**src/rtl/decode_decompress.sv**
```systemverilog
// decode_decompress
//   Receive-side unpack + decompress. Accepts packed 16-bit word pairs and
//   unpacks them LSB-first into DD-bit coefficients. Each coefficient x is
//   decompressed to y = (x*3329 + 2^(DD-1)) >> DD, which is at most 3328.
//   Results are emitted two per output cycle.
//
// Parameter
//   DD          coefficient bit width; must be 4 or 10
//
// Ports
//   clk         rising-edge clock
//   reset       synchronous, active-high; clears all state
//   set         global enable; every register holds while low
//   readin      input pair valid
//   in_ready    buffer can take a pair (occupancy <= 32)
//   din1/din2   lower/upper packed words
//   dout1/dout2 even/odd coefficient, zero-extended 12-bit result
//   out_index   index of the current output pair
//   readout_ok  dout1/dout2/out_index valid (single-cycle)
//
// Build option
//   DECODE_DECOMPRESS_RAW_EN  bypass the arithmetic; dout = zero-extended x
module decode_decompress #(
  parameter int DD = 4
) (
  input  logic        clk,
  input  logic        reset,
  input  logic        set,
  input  logic        readin,
  output logic        in_ready,
  input  logic [15:0] din1,
  input  logic [15:0] din2,
  output logic [15:0] dout1,
  output logic [15:0] dout2,
  output logic [6:0]  out_index,
  output logic        readout_ok
);

  localparam int W2 = 2 * DD;
  localparam int PW = DD + 12;

  generate
    if (DD != 4 && DD != 10) begin : g_bad_dd
      $error("decode_decompress: DD must be 4 or 10");
    end
  endgenerate

  logic [63:0]    sr;
  logic [6:0]     cnt;
  logic [DD-1:0]  x0, x1;
  logic           valid_u;
  logic [PW-1:0]  p0, p1;
  logic           valid_m;

  logic           consume;
  logic           accept;
  logic [6:0]     base;
  logic [63:0]    sr_next;
  logic [6:0]     cnt_next;

  assign in_ready = (cnt <= 7'd32);

  // Consume and append can happen on the same edge: the new pair lands
  // just above whatever survives this cycle's shift.
  always_comb begin
    consume  = (cnt >= 7'(W2));
    accept   = readin && in_ready;
    base     = consume ? (cnt - 7'(W2)) : cnt;
    sr_next  = consume ? (sr >> W2) : sr;
    if (accept) begin
      sr_next = sr_next | ({32'b0, din2, din1} << base);
    end
    cnt_next = base + (accept ? 7'd32 : 7'd0);
  end

`ifndef DECODE_DECOMPRESS_RAW_EN
  localparam logic [PW-1:0] ROUND = PW'(1) << (DD - 1);
  logic [PW-1:0] r0, r1;

  // Product plus rounding never exceeds PW bits for DD = 4 or 10.
  always_comb begin
    r0 = p0 + ROUND;
    r1 = p1 + ROUND;
  end
`endif

  always_ff @(posedge clk) begin
    if (reset) begin
      sr         <= '0;
      cnt        <= '0;
      x0         <= '0;
      x1         <= '0;
      valid_u    <= 1'b0;
      p0         <= '0;
      p1         <= '0;
      valid_m    <= 1'b0;
      dout1      <= '0;
      dout2      <= '0;
      readout_ok <= 1'b0;
      out_index  <= '0;
    end else if (set) begin
      sr  <= sr_next;
      cnt <= cnt_next;

      valid_u <= consume;
      if (consume) begin
        x0 <= sr[DD-1:0];
        x1 <= sr[W2-1:DD];
      end

      valid_m <= valid_u;
      if (valid_u) begin
`ifdef DECODE_DECOMPRESS_RAW_EN
        p0 <= PW'(x0);
        p1 <= PW'(x1);
`else
        p0 <= PW'(x0) * PW'(12'd3329);
        p1 <= PW'(x1) * PW'(12'd3329);
`endif
      end

      readout_ok <= valid_m;
      if (valid_m) begin
`ifdef DECODE_DECOMPRESS_RAW_EN
        dout1 <= 16'(p0);
        dout2 <= 16'(p1);
`else
        dout1 <= 16'(r0[PW-1:DD]);
        dout2 <= 16'(r1[PW-1:DD]);
`endif
      end

      if (readout_ok) begin
        out_index <= out_index + 7'd1;
      end
    end
  end

endmodule

```
**config.mk**
```make
export PLATFORM = sky130hd
export DESIGN_NAME = decode_decompress
export DESIGN_NICKNAME = d
export VERILOG_FILES = /design/src/rtl/decode_decompress.sv
export SDC_FILE = /design/constraint.sdc
export NUM_CORES = 1
export LEC_CHECK = 0
export ABC_AREA = 1
export CELL_PAD_IN_SITES_DETAIL_PLACEMENT = 0
export CELL_PAD_IN_SITES_GLOBAL_PLACEMENT = 1
export CORE_MARGIN = 2
export CORE_UTILIZATION = 49
export CTS_CLUSTER_DIAMETER = 50
export DETAILED_ROUTE_END_ITERATION = 10
export DONT_BUFFER_PORTS = 1
export HOLD_SLACK_MARGIN = 0.1
export PLACE_DENSITY_LB_ADDON = 0.05
export SKIP_CTS_REPAIR_TIMING = 1
export SYNTH_ARGS = -nofsm -noshare
export SYNTH_HDL_FRONTEND = slang
export SYNTH_SLANG_ARGS = --single-unit
```
**constraint.sdc**
```tcl
create_clock -name clk -period 4.7 [get_ports clk]
set_clock_uncertainty 0.2 [all_clocks]
set_input_delay 0.94 -clock clk [delete_from_list [all_inputs] [get_ports clk]]
set_output_delay 0.94 -clock clk [all_outputs]
set_load 0.05 [all_outputs]
```
=== After elaboration in Yosys (flattened, before gate mapping) ===
Index checks and enable logic that the tools add are counted.

* Register bits: 145
* Latch bits: 0
* Memory bits (writable): 0
* Bits in read-only memories: 0
* Input port bits: 36
* Output and inout port bits: 41
* Word-level logic and storage cells: 32
* Memories: 0

* Add/subtract/negate cells: 5
* Multiply operators: 2
* Div/mod/pow operators: 0
* Magnitude comparators: 2
* Equal/unequal tests: 0
* Shifts and indexed selects: 1
* Muxes and demuxes: 4
* Bitwise gates (word level): 1
* Reductions and logical operators: 5

{| class="wikitable"
|+ Operators with widths
! kind !! number
|-
| 64-bit two-way mux || 2
|-
| 64-bit OR || 1
|-
| 32-bit by 7-bit << shifter with 64-bit output || 1
|-
| 16-bit by 4-bit adder with 16-bit output (second input constant) || 2
|-
| 4-bit by 12-bit multiplier with 16-bit output (second input constant) || 2
|-
| 2-bit AND reduction || 4
|-
| 7-bit by 1-bit adder with 7-bit output (second input constant) || 1
|-
| 7-bit by 6-bit adder with 7-bit output || 1
|-
| 7-bit by 4-bit >= comparator with 1-bit output (second input constant) || 1
|-
| 7-bit by 6-bit <= comparator with 1-bit output (second input constant) || 1
|-
| 7-bit two-way mux || 1
|-
| 7-bit by 4-bit subtractor with 7-bit output (second input constant) || 1
|-
| 6-bit two-way mux || 1
|-
| 1-bit logical AND || 1
|}

=== Longest topological paths before layout ===
Gate-level depths: netlist (run 1).

* Depth after elaboration: 5
* Mapped depth: 13

=== Worst setup path before layout (run 1) ===
OpenSTA, ideal clock, no wires.

* Path kind: register to output
* From: register cnt[3]
* To: output in_ready
* Arrival: 1.466 ns
* Required time: 3.560 ns
* Path slack: 2.094 ns
* Stages on the path, launching flop included: 7
* Path buffers: 0
* Path through: dfxtp_1 -> inv_2 -> ha_1 -> inv_1 -> nand2_1 -> inv_1 -> nor2_1

* Word-level cells in the longest chain between the ends: 1

{| class="wikitable"
|+ Ends and longest elaborated chain
! element !! RTL line !! text
|-
| start, declared || 49 || <nowiki>logic [6:0] cnt;</nowiki>
|-
| start signal, assigned || 103 || <nowiki>cnt <= cnt_next;</nowiki>
|-
| 7-bit by 6-bit <= comparator with 1-bit output || 61 || <nowiki>assign in_ready = (cnt <= 7'd32);</nowiki>
|-
| end, declared || 30 || <nowiki>output logic in_ready,</nowiki>
|}

Every way passes these cells.

=== Worst setup path in the final report (run 1) ===
* From: register cnt[3]
* To: register sr[3]

* Word-level cells in the longest chain between the ends: 5
* Elaborated cells on any way between the ends: 9
* Classes of those cells: 1 x add/sub; 2 x order compare; 1 x shift; 3 x mux; 1 x bitwise; 1 x reduce/logical

{| class="wikitable"
|+ Ends and longest elaborated chain
! element !! RTL line !! text
|-
| 7-bit by 4-bit subtractor with 7-bit output / 7-bit by 4-bit >= comparator with 1-bit output (equally long branches) || 68, 66 ||
|-
| 7-bit two-way mux || 68 || <nowiki>base = consume ? (cnt - 7'(W2)) : cnt;</nowiki>
|-
| 32-bit by 7-bit << shifter with 64-bit output || 71 || <nowiki>sr_next = sr_next | ({32'b0, din2, din1} << base);</nowiki>
|-
| 64-bit OR || 71 ||
|-
| 64-bit two-way mux * || 70 || <nowiki>if (accept) begin</nowiki>
|-
| end signal, assigned || 102 || <nowiki>sr <= sr_next;</nowiki>
|-
| end, declared || 48 || <nowiki>logic [63:0] sr;</nowiki>
|}

Every way passes the cells marked *; elsewhere a longest branch is shown, timed or not.
A chain may end at the register's enable or synchronous reset.

==> reports/results.ini, run 1 <==
[worst_hold_path]
hold_class=reg -> reg

[global_route]
overflow=0
grt_start_max_net_pins=103
antenna_found_initial=0
grt_pass1_vias=5882
grt_pass1_wl_um=30940
grt_usage=0.2670

[floorplanning]
ios=77
die_w_um=123.4
start_util=0.5035
coreArea_um2=13880
dieArea_um2=15240
fp-row-count=43
die_height_um=123.4

[power]
p_per_area_nw_per_um2=511.7
ir_worst_vdd_uv=251.4
total_power_w=0.003839
power.leakage_nw=3.278

[sta]
timing.hold.ws_ps=255.7
setup_violations=0
fin_tns_setup_ps=0
rsz0062_at_grt=false
min_period_ps=3237
max_clock_freq_ghz=0.3089
finalCritPeriodShare=0.6887
finalHoldViolCount=0
worst_pin_slew_ps=1000
relSlewSlack=0.3314
drv_slew=0

[logic_synthesis]
netlist_top_cells_area=dfxtp_1, nand2_1, nor2_1
synth_warnings=0
ys_ff_latch=122
postSynthAreaPerCell_um2=6.606
synth_top_cell_area_share=0.3494
seq_area_frac_synth=0.3494
synth.cell_area_um2=6989
yosys.area.top_type=dfxtp_1
yosysUniqueCellTypes=32
synthCells=1058

[routing]
drtAntennaViolNets=0
vias=6528
drc_errors=0
firstDrtPassIters=5
routed_wl_um=19330
wl_per_cell_um=15.97
first_iter_violations=415
vias_per_cell=5.395

[clock_network]
ctsHtreeMaxLevel=4
cts_buffers=17
clockBufferDepth=2
clkTransAtPathRegs_ps=50
clock_latency_ps=420
clock_sinks=122
cts_root_buffer=clkbuf_16
cts_tree=yes

[placed_design]
dpl.cell_count=1179
dpl.hpwl_um=12560
finalWeightedCongestion=0.8977
port_buffers=0

[critical_path]
cp.required_ps=4850
end_kind=register
arrival_ps=3380
worstSetupPathType=reg -> reg
cp_max_fo=54
cp-start-kind=register

[final_layout]
drive_gt1_frac=0.05146
multi_input_area_um2=3849
n_antenna_cell=0
final_cells=1210
nets=1084
regArea_um2=2442
fillers=1458
synthToLayoutAreaGrowth_pct=7.340

[run]
max_cap_viol_count=0

[status]
status=complete, no violations

## worst max-delay path, stage by stage, from the launching register on
cell	delay, ps
dfxtp_1	460
inv_2	100
ha_1	200
inv_1	160
nor2_8	70
nand2_8	290
inv_2	450
nor2_4	480
inv_2	330
nand2_1	120
o21ai_0	80
a21oi_1	180
## power by group
part / internal (W) / switching [W] / total (W)
combinational: 0.000355 / 0.000909 / 0.00126
sequential: 0.00114 / 0.0000939 / 0.00123
clock: 0.000857 / 0.000487 / 0.00134
total: 0.00235 / 0.00149 / 0.00384
## per-stage QoR
step	setup slack (ps)	util	instance area, um^2
after floorplan	2094	-	7038
after global placement	1505	0.4971	6900
after detailed placement	1442	0.4971	6900
after CTS	1429	0.5405	7502
after global routing	1140	0.5405	7502
final	1463	0.5405	7502
## metal layers
metal	track usage	part of all wire	up-vias
li1	-	-	3379
met1	0.3248	0.43	2931
met2	0.4481	0.48	179
met3	0.05858	0.050	39
met4	0.1243	0.035	0
met5	0	0	-
## layout by cell type (no fill, tap or decap), drive strengths merged
master and n:
o221ai 3, clkinvlp 3, fa 2, buf 5, clkbuf 20, and3 1, nand2 197, o21ai 137
a211oi 16, xnor2 3, nor3 1, nand3b 6, ha 28, dfxtp 122, clkinv 6, inv 91
xor2 1, bufinv 3, nor2 166, a31oi 1, nand3 100, conb 14, a21oi 104
## state kept, by name, summed over array words and instances, names as in the netlist
register,cells
p0,9
sr,64
readout_ok,1
valid_u,1
dout2,9
valid_m,1
x1,4
dout1,9
p1,9
x0,4
out_index,7
cnt,4
## Yosys cell counts
master	count
clkinv_1	1
nand3b_1	6
nand2_4	1
dfxtp_1	122
nand3_1	97
o221ai_1	3
o21ai_1	17
nand2_8	1
inv_1	85
nor2_4	2
xor2_1	1
nand2_1	194
conb_1	1
buf_1	1
fa_1	2
a21oi_2	1
and3_1	1
nand2_2	1
nand3_2	3
a211oi_1	16
clkbuf_1	32
buf_4	23
a21oi_1	103
nor2_8	2
xnor2_1	3
inv_2	6
nor3_1	1
buf_2	21
a31oi_1	1
ha_1	28
nor2_1	162
o21ai_0	120
## path summary, 6_finish.rpt
kind,end,from,cells after the start,slack (ps)
setup / recovery,sr[3],cnt[3],11,1460
hold / removal,valid_m,valid_m,2,260
hold reg to reg,valid_m,valid_m,2,260
setup reg to reg,sr[3],cnt[3],11,1460
## logic make-up (layout without fill, tap and decap cells)
| logic type | after synthesis | count (layout) | share of synthesized area |
|---|---|---|---|
| flip-flops | 122 | 122 | 0.3494 |
| other | 1 | 14 | 0.0005365 |
| XOR/XNOR | 4 | 4 | 0.005013 |
| adder cells (fa/ha/maj) | 30 | 30 | 0.05585 |
| AO/OA/AOI/OAI | 261 | 261 | 0.1950 |
| buffers and inverters | 169 | 128 | 0.1069 |
| AND/OR/NAND/NOR | 471 | 471 | 0.2873 |
## cell type report
class	instances	area share
inverter	92	0.04620
sequential	122	0.3255
timing repair buffer	5	0.005003
tap	180	0.03002
clock buffer	20	0.06087
clock inverter	11	0.01935
multi-input combinational	780	0.5130
No activity file was read; power rests on OpenSTA's default activity.
==> run 2: changes to the inputs <==
Settings changed: ABC_AREA 1 to 0, CORE_UTILIZATION 49 to 48.
Clock period 4.7 ns to 3.2 ns, I/O delays scaled along.
==> run 2 against run 1 <==
Effect of this change:
- total power rose by 140%
- sequential cell count did not move
- global-route usage rose by 0.25 points
- non-clock buffer count rose by 23
- combinational power rose to 4.2 times the previous value
- critical path depth fell by 3
- via count rose by 1.5%
- fmax rose by 7.8%
- final cell count fell by 11%
- clock power rose by 49%
- synthesized area rose by 4.3%
- critical path type unchanged
- critical endpoint is now sr[39]
- highest routed layer unchanged
==> reports/results.ini, run 2 <==
[sta]
finalHoldViolCount=0  ; unchanged
relSlewSlack=0.1607  ; was 0.3314
drv_slew=0  ; unchanged
finalCritPeriodShare=0.9386  ; was 0.6887
worst_pin_slew_ps=1256  ; was 1000 ps
min_period_ps=3004  ; was 3237 ps
max_clock_freq_ghz=0.3329  ; was 0.3089 GHz
setup_violations=0  ; unchanged
fin_tns_setup_ps=0  ; unchanged
rsz0062_at_grt=false  ; unchanged

[critical_path]
r2r-end=sr[39]  ; was sr[3]
cp_max_fo=43  ; was 54
cp-start-kind=register  ; unchanged
cp.required_ps=3340  ; was 4850 ps
crit_family=simple AND/OR/NAND/NOR gates  ; was buffers and inverters
critical_path.cell_chain=inv_1 -> ha_1 -> nor4b_4 -> buf_4 -> nor2_4 -> nor2_1 -> o221a_1 -> a221oi_2  ; was inv_2 -> ha_1 -> inv_1 -> nor2_8 -> nand2_8 -> inv_2 -> nor2_4 -> inv_2 -> nand2_1 -> o21ai_0 -> a21oi_1
end_kind=register  ; unchanged
regToRegSetupSlack_ps=200  ; was 1460 ps
cp_num_buf_inv=2  ; was 4
max_stage_delay_ps=950  ; was 480 ps
r2r_cells=8  ; was 11
r2r-start=cnt[3]  ; unchanged
cp_slowest_cell=nor2_4  ; unchanged
worstSetupPathType=reg -> reg  ; unchanged
arrival_ps=3140  ; was 3380 ps

[logic_synthesis]
synth_most_common_cell=nand2_1  ; unchanged
ys.flop_type=dfxtp_1  ; unchanged
synth_common_cells=nand2_1, dfxtp_1, nor2_1, a21oi_1  ; was nand2_1, nor2_1, dfxtp_1, o21ai_0, a21oi_1
synthCells=903  ; was 1058
synth_edf_count=0  ; unchanged
ys_ff_latch=122  ; unchanged
yosysUniqueCellTypes=61  ; was 32
synth.cell_area_um2=7288  ; was 6989 um^2
seq_area_frac_synth=0.3351  ; was 0.3494
yosys.area.top_type=dfxtp_1  ; unchanged
async_flop_share=0  ; unchanged
netlist_top_cells_area=dfxtp_1, nand2_1, nor2_1  ; unchanged
synth_warnings=0  ; unchanged
synth_top_cell_area_share=0.3351  ; was 0.3494
postSynthAreaPerCell_um2=8.071  ; was 6.606 um^2

[power]
p_per_area_nw_per_um2=1158  ; was 511.7 nW/um^2
ir_worst_vdd_uv=1157  ; was 251.4 uV
power.leakage_nw=3.113  ; was 3.278 nW
total_power_w=0.009325  ; was 0.003839 W

[floorplanning]
coreArea_um2=15030  ; was 13880 um^2
die_w_um=127.2  ; was 123.4 um
die_height_um=127.2  ; was 123.4 um
start_util=0.4848  ; was 0.5035
dieArea_um2=16180  ; was 15240 um^2
fp-row-count=45  ; was 43
ios=77  ; unchanged

[routing]
drtAntennaViolNets=0  ; unchanged
drc_errors=0  ; unchanged
firstDrtPassIters=5  ; unchanged
wl_per_cell_um=20.77  ; was 15.97 um
vias=6624  ; was 6528
routed_wl_um=22450  ; was 19330 um
first_iter_violations=454  ; was 415
vias_per_cell=6.128  ; was 5.395

[final_layout]
regMostFlops=sr  ; unchanged
fillers=1421  ; was 1458
n_antenna_cell=0  ; unchanged
largest_register_ffs=64  ; unchanged
layout_commonest_cell=nand2_1  ; unchanged
drive_gt1_frac=0.1232  ; was 0.05146
final_cell_area_um2=8053  ; was 7502 um^2
utilization=0.5357  ; was 0.5405
multi_input_area_um2=4447  ; was 3849 um^2
final_cell_mix=nand2_1, dfxtp_1, nor2_1  ; was nand2_1, nor2_1, dfxtp_1
synthToLayoutAreaGrowth_pct=10.49  ; was 7.340%
regArea_um2=2442  ; unchanged
nets=946  ; was 1084

[worst_hold_path]
min_to=x0[1]  ; was valid_m
hold_class=in -> reg  ; was reg -> reg
holdCritStartpoint=reset  ; was valid_m
hold_depth=1  ; was 2

[global_route]
grt_start_max_net_pins=125  ; was 103
grt_pass1_wl_um=34020  ; was 30940 um
antenna_found_initial=0  ; unchanged
grt_pass1_vias=6304  ; was 5882
grt_usage=0.2696  ; was 0.2670
overflow=0  ; unchanged

[run]
max_cap_viol_count=0  ; unchanged

[placed_design]
finalWeightedCongestion=0.8886  ; was 0.8977
dpl.hpwl_um=14930  ; was 12560 um
port_buffers=0  ; unchanged
place_area_um2=7362  ; was 6900 um^2

[clock_network]
cts_buffers=17  ; unchanged
cts_tree=yes  ; unchanged
ctsHtreeMaxLevel=4  ; unchanged
clock_sinks=122  ; unchanged
clockBufferDepth=2  ; unchanged
cts_root_buffer=clkbuf_16  ; unchanged
clock_latency_ps=430  ; was 420 ps
clkTransAtPathRegs_ps=60  ; was 50 ps

[status]
status=complete, no violations  ; unchanged

[run 2: final cells by class]
| cell class | count | share of cell area |
|---|---|---|
| flip-flops and latches | 122 | 0.3033 |
| clock buffers | 18 | 0.05454 |
| repair buffers | 28 | 0.03014 |
| well taps | 188 | 0.02921 |
| clock inverters | 14 | 0.02129 |
| multi-input cells | 691 | 0.5522 |
| inverters | 20 | 0.009323 |
[run 2: through the flow]
step,hold WS (ps),cells,setup slack [ps]
after CTS,76.05,1073,131.4
after detailed placement,238.6,1041,150.7
final,116.1,1081,196.4
after global placement,232.7,1041,303.0
after floorplan,231.2,916,40.63
after global routing,96.72,1081,27.92
[run 2: per-layer routing]
layer / GRT usage / up-vias / share of wire
li1: - / 3143 / -
met1: 0.3347 / 3165 / 0.42
met2: 0.4443 / 262 / 0.46
met3: 0.06365 / 54 / 0.078
met4: 0.1261 / 0 / 0.038
met5: 0 / - / 0
[run 2: kinds of logic (layout without fill, tap and decap cells)]
| group | Yosys count | in the layout | share of synthesized area |
|---|---|---|---|
| flops | 122 | 122 | 0.3351 |
| simple gates | 386 | 386 | 0.2391 |
| compound gates | 180 | 180 | 0.1765 |
| mux | 67 | 67 | 0.1143 |
| xor+xnor | 14 | 14 | 0.01682 |
| other cells | 1 | 14 | 0.0005145 |
| buf+inv | 103 | 80 | 0.06403 |
| fa+ha+maj | 30 | 30 | 0.05356 |
[run 2: report_power, final]
group          switching, W  leakage (nW)  internal (W)
Sequential         0.000207         0.995       0.00179
Clock              0.000748         0.293       0.00125
Combinational       0.00318          1.83       0.00215
[run 2: worst max path at each step]
stage	slack, ps	start	endpoint	cells after the start
3_3_place_gp	300	cnt[3]	sr[39]	8
4_1_cts	130	cnt[4]	sr[37]	7
5_1_grt	30	cnt[3]	sr[39]	8
2_1_floorplan	40	cnt[4]	sr[35]	11
6_report	200	cnt[3]	sr[39]	8
3_5_place_dp	150	cnt[4]	sr[36]	7
